[src/rtl/mac_requant_q7.sv]
// rtl/mac_requant_q7.sv - Accumulates Q1.15 product groups plus a Q1.7 bias and requantises to Q1.7
// Round half toward +inf, saturate, optional ReLU; one registered result with valid/ready.
module mac_requant_q7 #(
    parameter int IWIDTH = 16,
    parameter int OWIDTH = 8,
    parameter int ACCW   = 24,
    parameter int RELU   = 0
) (
    input  logic              clk,
    input  logic              rst,
    input  logic [IWIDTH-1:0] in_data,
    input  logic [OWIDTH-1:0] in_bias,
    input  logic              in_last,
    input  logic              in_valid,
    output logic              in_ready,
    output logic [OWIDTH-1:0] out_data,
    output logic              out_sat,
    output logic              out_valid,
    input  logic              out_ready
);
    localparam int SH = IWIDTH - OWIDTH;
    localparam logic signed [ACCW-1:0] HALF = ACCW'(1) <<< (SH - 1);
    localparam logic signed [ACCW-1:0] MAXV = ACCW'((1 << (OWIDTH - 1)) - 1);
    localparam logic signed [ACCW-1:0] MINV = ~MAXV;

    typedef enum logic [1:0] {S_IDLE = 2'd0, S_ACC = 2'd1, S_OUT = 2'd2} state_t;

    state_t                   state_q, state_d;
    logic signed [ACCW-1:0]   acc_q, acc_d;
    logic [OWIDTH-1:0]        out_data_q, out_data_d;
    logic                     out_sat_q, out_sat_d;
    logic signed [ACCW-1:0]   term, bias_ext, bias_term, sum, rnd, r;
    logic [OWIDTH-1:0]        q_val;
    logic                     sat;
    logic                     accept;

    assign in_ready  = (state_q != S_OUT) || out_ready;
    assign out_valid = (state_q == S_OUT);
    assign out_data  = out_data_q;
    assign out_sat   = out_sat_q;
    assign accept    = in_valid && in_ready;

    // Any beat outside an open group starts a new one, so the bias seeds the sum there.
    always_comb begin
        term      = {{(ACCW-IWIDTH){in_data[IWIDTH-1]}}, in_data};
        bias_ext  = {{(ACCW-OWIDTH){in_bias[OWIDTH-1]}}, in_bias};
        bias_term = bias_ext <<< SH;
        sum       = ((state_q == S_ACC) ? acc_q : bias_term) + term;
        rnd       = sum + HALF;
        r         = rnd >>> SH;
        sat       = 1'b0;
        if (r > MAXV) begin
            q_val = MAXV[OWIDTH-1:0];
            sat   = 1'b1;
        end else if (r < MINV) begin
            q_val = MINV[OWIDTH-1:0];
            sat   = 1'b1;
        end else begin
            q_val = r[OWIDTH-1:0];
        end
        if (RELU != 0 && q_val[OWIDTH-1]) begin
            q_val = '0;
        end
    end

    always_comb begin
        state_d    = state_q;
        acc_d      = acc_q;
        out_data_d = out_data_q;
        out_sat_d  = out_sat_q;
        if (state_q == S_OUT && out_ready && !in_valid) begin
            state_d = S_IDLE;
        end
        if (accept) begin
            if (in_last) begin
                out_data_d = q_val;
                out_sat_d  = sat;
                acc_d      = '0;
                state_d    = S_OUT;
            end else begin
                acc_d   = sum;
                state_d = S_ACC;
            end
        end
    end

    always_ff @(posedge clk) begin
        if (rst) begin
            state_q    <= S_IDLE;
            acc_q      <= '0;
            out_data_q <= '0;
            out_sat_q  <= 1'b0;
        end else begin
            state_q    <= state_d;
            acc_q      <= acc_d;
            out_data_q <= out_data_d;
            out_sat_q  <= out_sat_d;
        end
    end
endmodule

[config.mk]
export PLATFORM = sky130hd
export DESIGN_NAME = mac_requant_q7
export DESIGN_NICKNAME = d
export VERILOG_FILES = /design/src/rtl/mac_requant_q7.sv
export SDC_FILE = /design/constraint.sdc
export NUM_CORES = 1
export LEC_CHECK = 0
export BUFFER_PORTS_ARGS = -buffer_cell sky130_fd_sc_hd__buf_4
export CORE_MARGIN = 1.5
export CORE_UTILIZATION = 57
export CTS_CLUSTER_DIAMETER = 40
export DETAILED_ROUTE_END_ITERATION = 12
export PLACE_DENSITY = 0.79
export SETUP_SLACK_MARGIN = 0.05
export SKIP_LAST_GASP = 1
export SYNTH_ARGS = -nofsm -noshare
export SYNTH_HDL_FRONTEND = slang
export SYNTH_SLANG_ARGS = --single-unit
[constraint.sdc]
create_clock -name clk -period 12.06 [get_ports clk]
set_input_delay 0.603 -clock clk [delete_from_list [all_inputs] [get_ports clk]]
set_output_delay 0.603 -clock clk [all_outputs]
set_load 0.005 [all_outputs]
==> qor.yml, run 1 <==
floorplan:
  die_w_um: 80.8
  coreArea_um2: 5890
  dieHeight_um: 80.8
  start_util_pct: 58.6
  rows: 28
  ioPinCount: 40
  fp.dieArea_um2: 6530
route:
  dr.first_iter.drc_count: 224
  avgRoutedWirePerCell_um: 17.2
  firstDrtPassIters: 5
  via_per_inst: 6.42
  routed_wl_um: 9090
  vias: 3389
  route.detailed.drc: 0
  ant_nets: 0
setup_path:
  worst-setup-path-type: "reg -> reg"
  critPathMaxFanout: 25
  worst-r2r-setup-slack_ps: 6680
  crit_required_ps: 12230
  arrival_ps: 5550
  startpoint_type: "flop"
  critPathCaptureType: "flop"
timing:
  finalSetupViolCount: 0
  layout_min_cycle_time_ps: 5380
  tightestPinTransition_ps: 1090
  slew_viol_final: 0
  hold_viol_final: 0
  fin_skew_ps: 4.76
  tns_ps: 0
  fin_ws_ps: 6680
  rsz0062_at_grt: "no"
  fin_crit_sh_pct: 44.6
  fmax_ghz: 0.186
  slew_headroom_pct: 27.3
  holdWs_ps: 486
cells_and_area:
  area_growth_pct: 12.1
  final_nets: 506
  final_cell_area_um2: 3870
  insertedDiodeCount: 0
  post-route-util_pct: 65.7
  drive_above_1_share_pct: 18.8
  final_cell_mix: "nor2_1 (45), buf_4 (40), dfxtp_1 (35), a21oi_1 (29), ha_1 (24)"
  mostFrequentLayoutCell: "nor2_1"
cts:
  cts-htree-levels: 2
  cts_tree: "done"
  cts_buffers: 5
  clock_path_buffers: 2
  clkSinkCount: 35
  cts_setup_buffers: 0
  path_clk_slew_ps: 80
  cts-root-buf: "clkbuf_8"
  clock_latency_ps: 290
  hold_buffers: 0
  cts_resized: 0
pwr:
  comb_power_share_pct: 45.8
  p_sw_share_pct: 39.2
  leakage_uw: 0.00164
  pwr-share-clk_pct: 25.1
  p_per_area_nw_per_um2: 114
  peakVddDrop_mv: 0.0836
  power.switching_uw: 173
  internal_power_uw: 268
  power_frac_seq_pct: 29.1
place:
  io_buffers: 39
  hpwl_um: 6760
  gp_congestion: 0.919
  place_ws_ps: 6750
  placed_area_um2: 3750
status:
  status: "finished clean"
grt:
  track_usage_pct: 29.7
  grt_overflow: 0
  grt_pass1_vias: 3135
  grt_pass1_wl_um: 15200
  grt_max_degree: 36
  antenna_found_initial: 0
worst_hold_path:
  hold_path.class: "reg -> reg"
synthesis:
  yosysTopAreaCellShare_pct: 20.3
  synth-async-reset-ratio_pct: 0
  synth_edf_count: 0
  synthFlopType: "dfxtp_1"
  synth_cell_types: 72
  syn_area_um2: 3450
  synth_simple_gate_area_share_pct: 24.8
  synth.avg_cell_area_um2: 8.06
  yosys_warnings: 0
  synth_compound_area_share_pct: 31.2
  synth_top_cell_by_area: "dfxtp_1"
  synth-seq-area-share_pct: 20.3
  synthTopCellsByArea: "dfxtp_1 (20%), ha_1 (8.7%), nor2_1 (5.0%), a22oi_1 (4.8%), a21o_1 (4.4%)"
  synthAdderAreaFrac_pct: 9.28
  synth_top_family_by_area: "compound AO/OA/AOI/OAI gates"
  synth.area.mux_share_pct: 3.19
  synth_xor_area_share_pct: 7.76
  syn_nets: 482
  ys_ff_latch: 35
  syn_inst: 428
flow_run:
  drv_cap: 0
## per-layer routing
metal / GRT usage, % / vias to the layer above / routed length [µm]
li1: - / 1656 / -
met1: 42.5 / 1604 / 4220
met2: 47.9 / 120 / 4170
met3: 2.81 / 9 / 606
met4: 7.07 / 0 / 90
met5: 0 / - / 0
## cells by family (layout without fill, tap and decap cells)
group / count (synthesis) / in the layout
buffers and inverters: 30 / 55
XOR/XNOR: 28 / 28
multiplexers: 10 / 10
adder cells (fa/ha/maj): 25 / 25
flip-flops: 35 / 35
AO/OA/AOI/OAI: 145 / 145
AND/OR/NAND/NOR: 155 / 155
## metrics by stage
| step | instances | total power [µW] |
|---|---|---|
| finish | 528 | 440 |
| global route | 528 | 469 |
| CTS | 528 | 438 |
| detailed placement | 520 | 328 |
| global placement | 520 | 325 |
| floorplan | 428 | 281 |
## state kept, by name (all words and copies together) (netlist names)
| name | flops |
|---|---|
| out_sat | 1 |
| acc_q | 24 |
| state_q | 2 |
| out_data | 8 |
## cells in the mapped netlist (2+ instances only)
| library cell | instances |
|---|---|
| nor2_1 | 46 |
| dfxtp_1 | 35 |
| a21oi_1 | 29 |
| ha_1 | 24 |
| a22oi_1 | 22 |
| nand2_1 | 21 |
| a21o_1 | 20 |
| xnor2_1 | 16 |
| clkbuf_1 | 14 |
| nand2b_1 | 14 |
| and2_1 | 13 |
| o21ai_0 | 13 |
| a211oi_1 | 11 |
| nand3_1 | 10 |
| xor2_1 | 9 |
| mux2_2 | 8 |
| buf_2 | 7 |
| inv_1 | 7 |
| nand4_1 | 7 |
| o211ai_1 | 7 |
| a31oi_1 | 6 |
| nor3_1 | 6 |
| and3_1 | 5 |
| nor3b_1 | 5 |
| and4_1 | 4 |
| a211oi_2 | 3 |
| a31o_2 | 3 |
| nor2b_1 | 3 |
| o21ai_1 | 3 |
| or2_2 | 3 |
| a21boi_0 | 2 |
| a311oi_1 | 2 |
| a32o_1 | 2 |
| and4b_1 | 2 |
| buf_1 | 2 |
| mux2i_1 | 2 |
| nor3_2 | 2 |
| o21a_1 | 2 |
| o21ai_2 | 2 |
| or3_1 | 2 |
| or4_1 | 2 |
| xnor2_2 | 2 |
## path summary, 6_finish.rpt
kind,startpoint,cells past startpoint,end
setup reg to reg,state_q[0],15,out_sat
hold reg to reg,out_data[7],2,out_data[7]
hold / removal,out_data[7],2,out_data[7]
setup / recovery,state_q[0],15,out_sat
## worst max-delay path, cell delays in order, from the launching register on
cell and delay (ps):
dfxtp_1 380, nor2b_2 890, nor2b_1 380, a21o_1 260, ha_1 430, o21ai_0 140
a22oi_1 370, nand4b_1 290, a21o_1 270, a221oi_2 450, nand4_1 250, nor2_2 220
a21boi_1 90, a211o_1 320, o31ai_4 350, a211oi_1 140
## power groups by stage
stage                     clock network (µW)  registers [µW]  logic, µW
after floorplan                            0             130        151
after global placement                     0             131        195
after detailed placement                   0             131        197
after CTS                                111             128        199
after global routing                     118             129        221
final                                    111             128        202
## area by class of cell
class / count / area [µm²]
well taps: 75 / 93.8
clock buffers: 5 / 68.8
multi-input cells: 363 / 2630
fillers: 522 / 2020
flip-flops and latches: 35 / 701
inverters: 7 / 26.3
clock inverters: 3 / 43.8
repair buffers: 40 / 300
Power figures use the tool's default switching activity.
==> run 2, diff against run 1 <==
clock period = 5.1 ns   (was 12.06 ns; I/O delays follow)
==> qor.yml, run 2 (synthesized netlist as in run 1, its figures left out) <==
timing:
  tightestPinTransition_ps: 1240  # +154 ps
  hold_viol_final: 0  # unchanged
  layout_min_cycle_time_ps: 4700  # -682 ps
  fmax_ghz: 0.213  # +15%
  finalSetupViolCount: 0  # unchanged
  slew_headroom_pct: 17.2  # -10 points
  slew_viol_final: 0  # unchanged
  fin_skew_ps: 11.5  # +6.79 ps
  fin_crit_sh_pct: 92.2  # +48 points
  rsz0062_at_grt: "no"
  tns_ps: 0  # unchanged
route:
  dr.first_iter.drc_count: 243  # +8.5%
  via_per_inst: 6.40  # -0.32%
  route.detailed.drc: 0  # unchanged
  vias: 3378  # -0.32%
  ant_nets: 0  # unchanged
  routed_wl_um: 9170  # +0.87%
  firstDrtPassIters: 5  # unchanged
  avgRoutedWirePerCell_um: 17.4  # +0.87%
cells_and_area:
  top_register: "acc_q"
  seq_area_um2: 701  # unchanged
  fill_cells: 516  # -1.1%
  insertedDiodeCount: 0  # unchanged
  drive_above_1_share_pct: 19.0  # +0.22 points
  mostFrequentLayoutCell: "nor2_1"
  layoutNonFillerInstCount: 528  # unchanged
  largest_reg_flops: 24  # unchanged
  multiInputGateArea_um2: 2640  # about the same
  final_cell_area_um2: 3870  # about the same
  final_cell_mix: "nor2_1 (45), buf_4 (40), dfxtp_1 (35), a21oi_1 (29), ha_1 (24)"
  area_growth_pct: 12.1  # about the same
  final_nets: 506  # unchanged
cts:
  cts-htree-levels: 2  # unchanged
  hold_buffers: 0  # unchanged
  path_clk_slew_ps: 70  # about the same
  cts_buffers: 5  # unchanged
  clock_path_buffers: 2  # unchanged
  clkSinkCount: 35  # unchanged
  clock_latency_ps: 300  # about the same
  cts-root-buf: "clkbuf_8"
  cts_tree: "done"
floorplan:
  start_util_pct: 58.6  # unchanged
  dieHeight_um: 80.8  # unchanged
  ioPinCount: 40  # unchanged
  fp.dieArea_um2: 6530  # unchanged
  die_w_um: 80.8  # unchanged
  rows: 28  # unchanged
  coreArea_um2: 5890  # unchanged
setup_path:
  max_stage_delay_ps: 470  # -420 ps
  worst-path-stages: 15  # unchanged
  critPathCaptureType: "flop"
  crit_chain: "nor2b_2 > buf_4 > mux2_2 > ha_1 > a21oi_1 > a22oi_1 > nand4b_1 > a21o_1 > a221oi_2 > nand4_1 > nor2_2 > a21boi_1 > a211o_1 > o31ai_4 > a211oi_1"
  worst-setup-path-type: "reg -> reg"
  crit_required_ps: 5260  # -6970 ps
  cpLargestDelayFamily: "compound AO/OA/AOI/OAI gates"
  reg2reg_depth: 15  # unchanged
  arrival_ps: 4860  # -690 ps
  path_buf_inv: 1  # +1
  critPathSlowestCell: "a221oi_2"
  critPathMaxFanout: 25  # unchanged
  startpoint_type: "flop"
flow_run:
  drv_cap: 0  # unchanged
grt:
  grt_pass1_vias: 2960  # -5.6%
  antenna_found_initial: 0  # unchanged
  grt_pass1_wl_um: 14700  # -3.1%
  grt_overflow: 0  # unchanged
  grt_max_degree: 36  # unchanged
  track_usage_pct: 29.0  # -0.66 points
pwr:
  leakage_uw: 0.00164  # about the same
  power_frac_seq_pct: 29.0  # about the same
  internal_power_uw: 634  # +140%
  power.switching_uw: 413  # +140%
  p_sw_share_pct: 39.5  # +0.25 points
  pwr-share-clk_pct: 25.3  # +0.2 points
  comb_power_share_pct: 45.7  # about the same
  p_per_area_nw_per_um2: 270  # +140%
  total_power_uw: 1050  # +140%
  peakVddDrop_mv: 0.143  # +71%
worst_hold_path:
  hold_path.class: "in -> reg"
  holdPathStages: 3  # +1
place:
  io_buffers: 39  # unchanged
  gp_congestion: 0.949  # +3.3%
  dp_cells: 520  # unchanged
  hpwl_um: 6780  # +0.35%
  placed_area_um2: 3750  # unchanged
status:
  status: "finished clean"
[run 2: metal layers]
layer | up-vias | wire, µm | global-route usage (%) | share of wire (%)
met4 | 0 | 62 | 6.72 | 0.68
met1 | 1575 | 4350 | 42.8 | 47
met2 | 133 | 4120 | 44.8 | 45
met3 | 6 | 641 | 3.60 | 7.0
met5 | - | 0 | 0 | 0
li1 | 1664 | - | - | -
[run 2: cell type report]
class	count	area share, %
clock buffers	5	1.78
clock inverters	3	1.13
well taps	75	2.42
inverters	7	0.679
repair buffers	40	7.76
multi-input cells	363	68.1
flip-flops and latches	35	18.1
[run 2: path summary, 6_finish.rpt]
kind              startpoint     endpoint  slack [ps]
setup / recovery  state_q[0]  out_data[2]         400
hold / removal      in_valid   state_q[1]         250
setup reg to reg  state_q[0]  out_data[2]         400
hold reg to reg     acc_q[0]     acc_q[0]         490
[run 2: metrics by stage]
step | util (%) | hold WS (ps) | setup slack [ps]
floorplan | - | 416 | 892
global placement | 63.8 | 458 | 569
detailed placement | 63.8 | 474 | 426
CTS | 65.7 | 254 | 388
global route | 65.8 | 298 | 121
finish | 65.8 | 252 | 399
[run 2: timing repair]
action | in CTS | in global routing
setup buffers | 0 | 0
gates resized for setup | 0 | 1
setup endpoints to repair | 0 | 2
[run 2: worst register-to-register path, delay by kind of cell, from the launching register on]
family                     cells  cell delay [ps]
adders and majority gates      1              450
DFF                            1              390
AOI/OAI and AO/OA              8             2120
muxes                          1              380
buffers and inverters          1              310
and+or+nand+nor                4              920
[run 2: power groups by stage]
stage / logic [µW] / registers [µW] / clock network, µW
2_1_floorplan: 358 / 307 / 0
3_3_place_gp: 462 / 308 / 0
3_5_place_dp: 469 / 309 / 0
4_1_cts: 471 / 303 / 266
5_1_grt: 523 / 305 / 278
6_report: 479 / 303 / 265
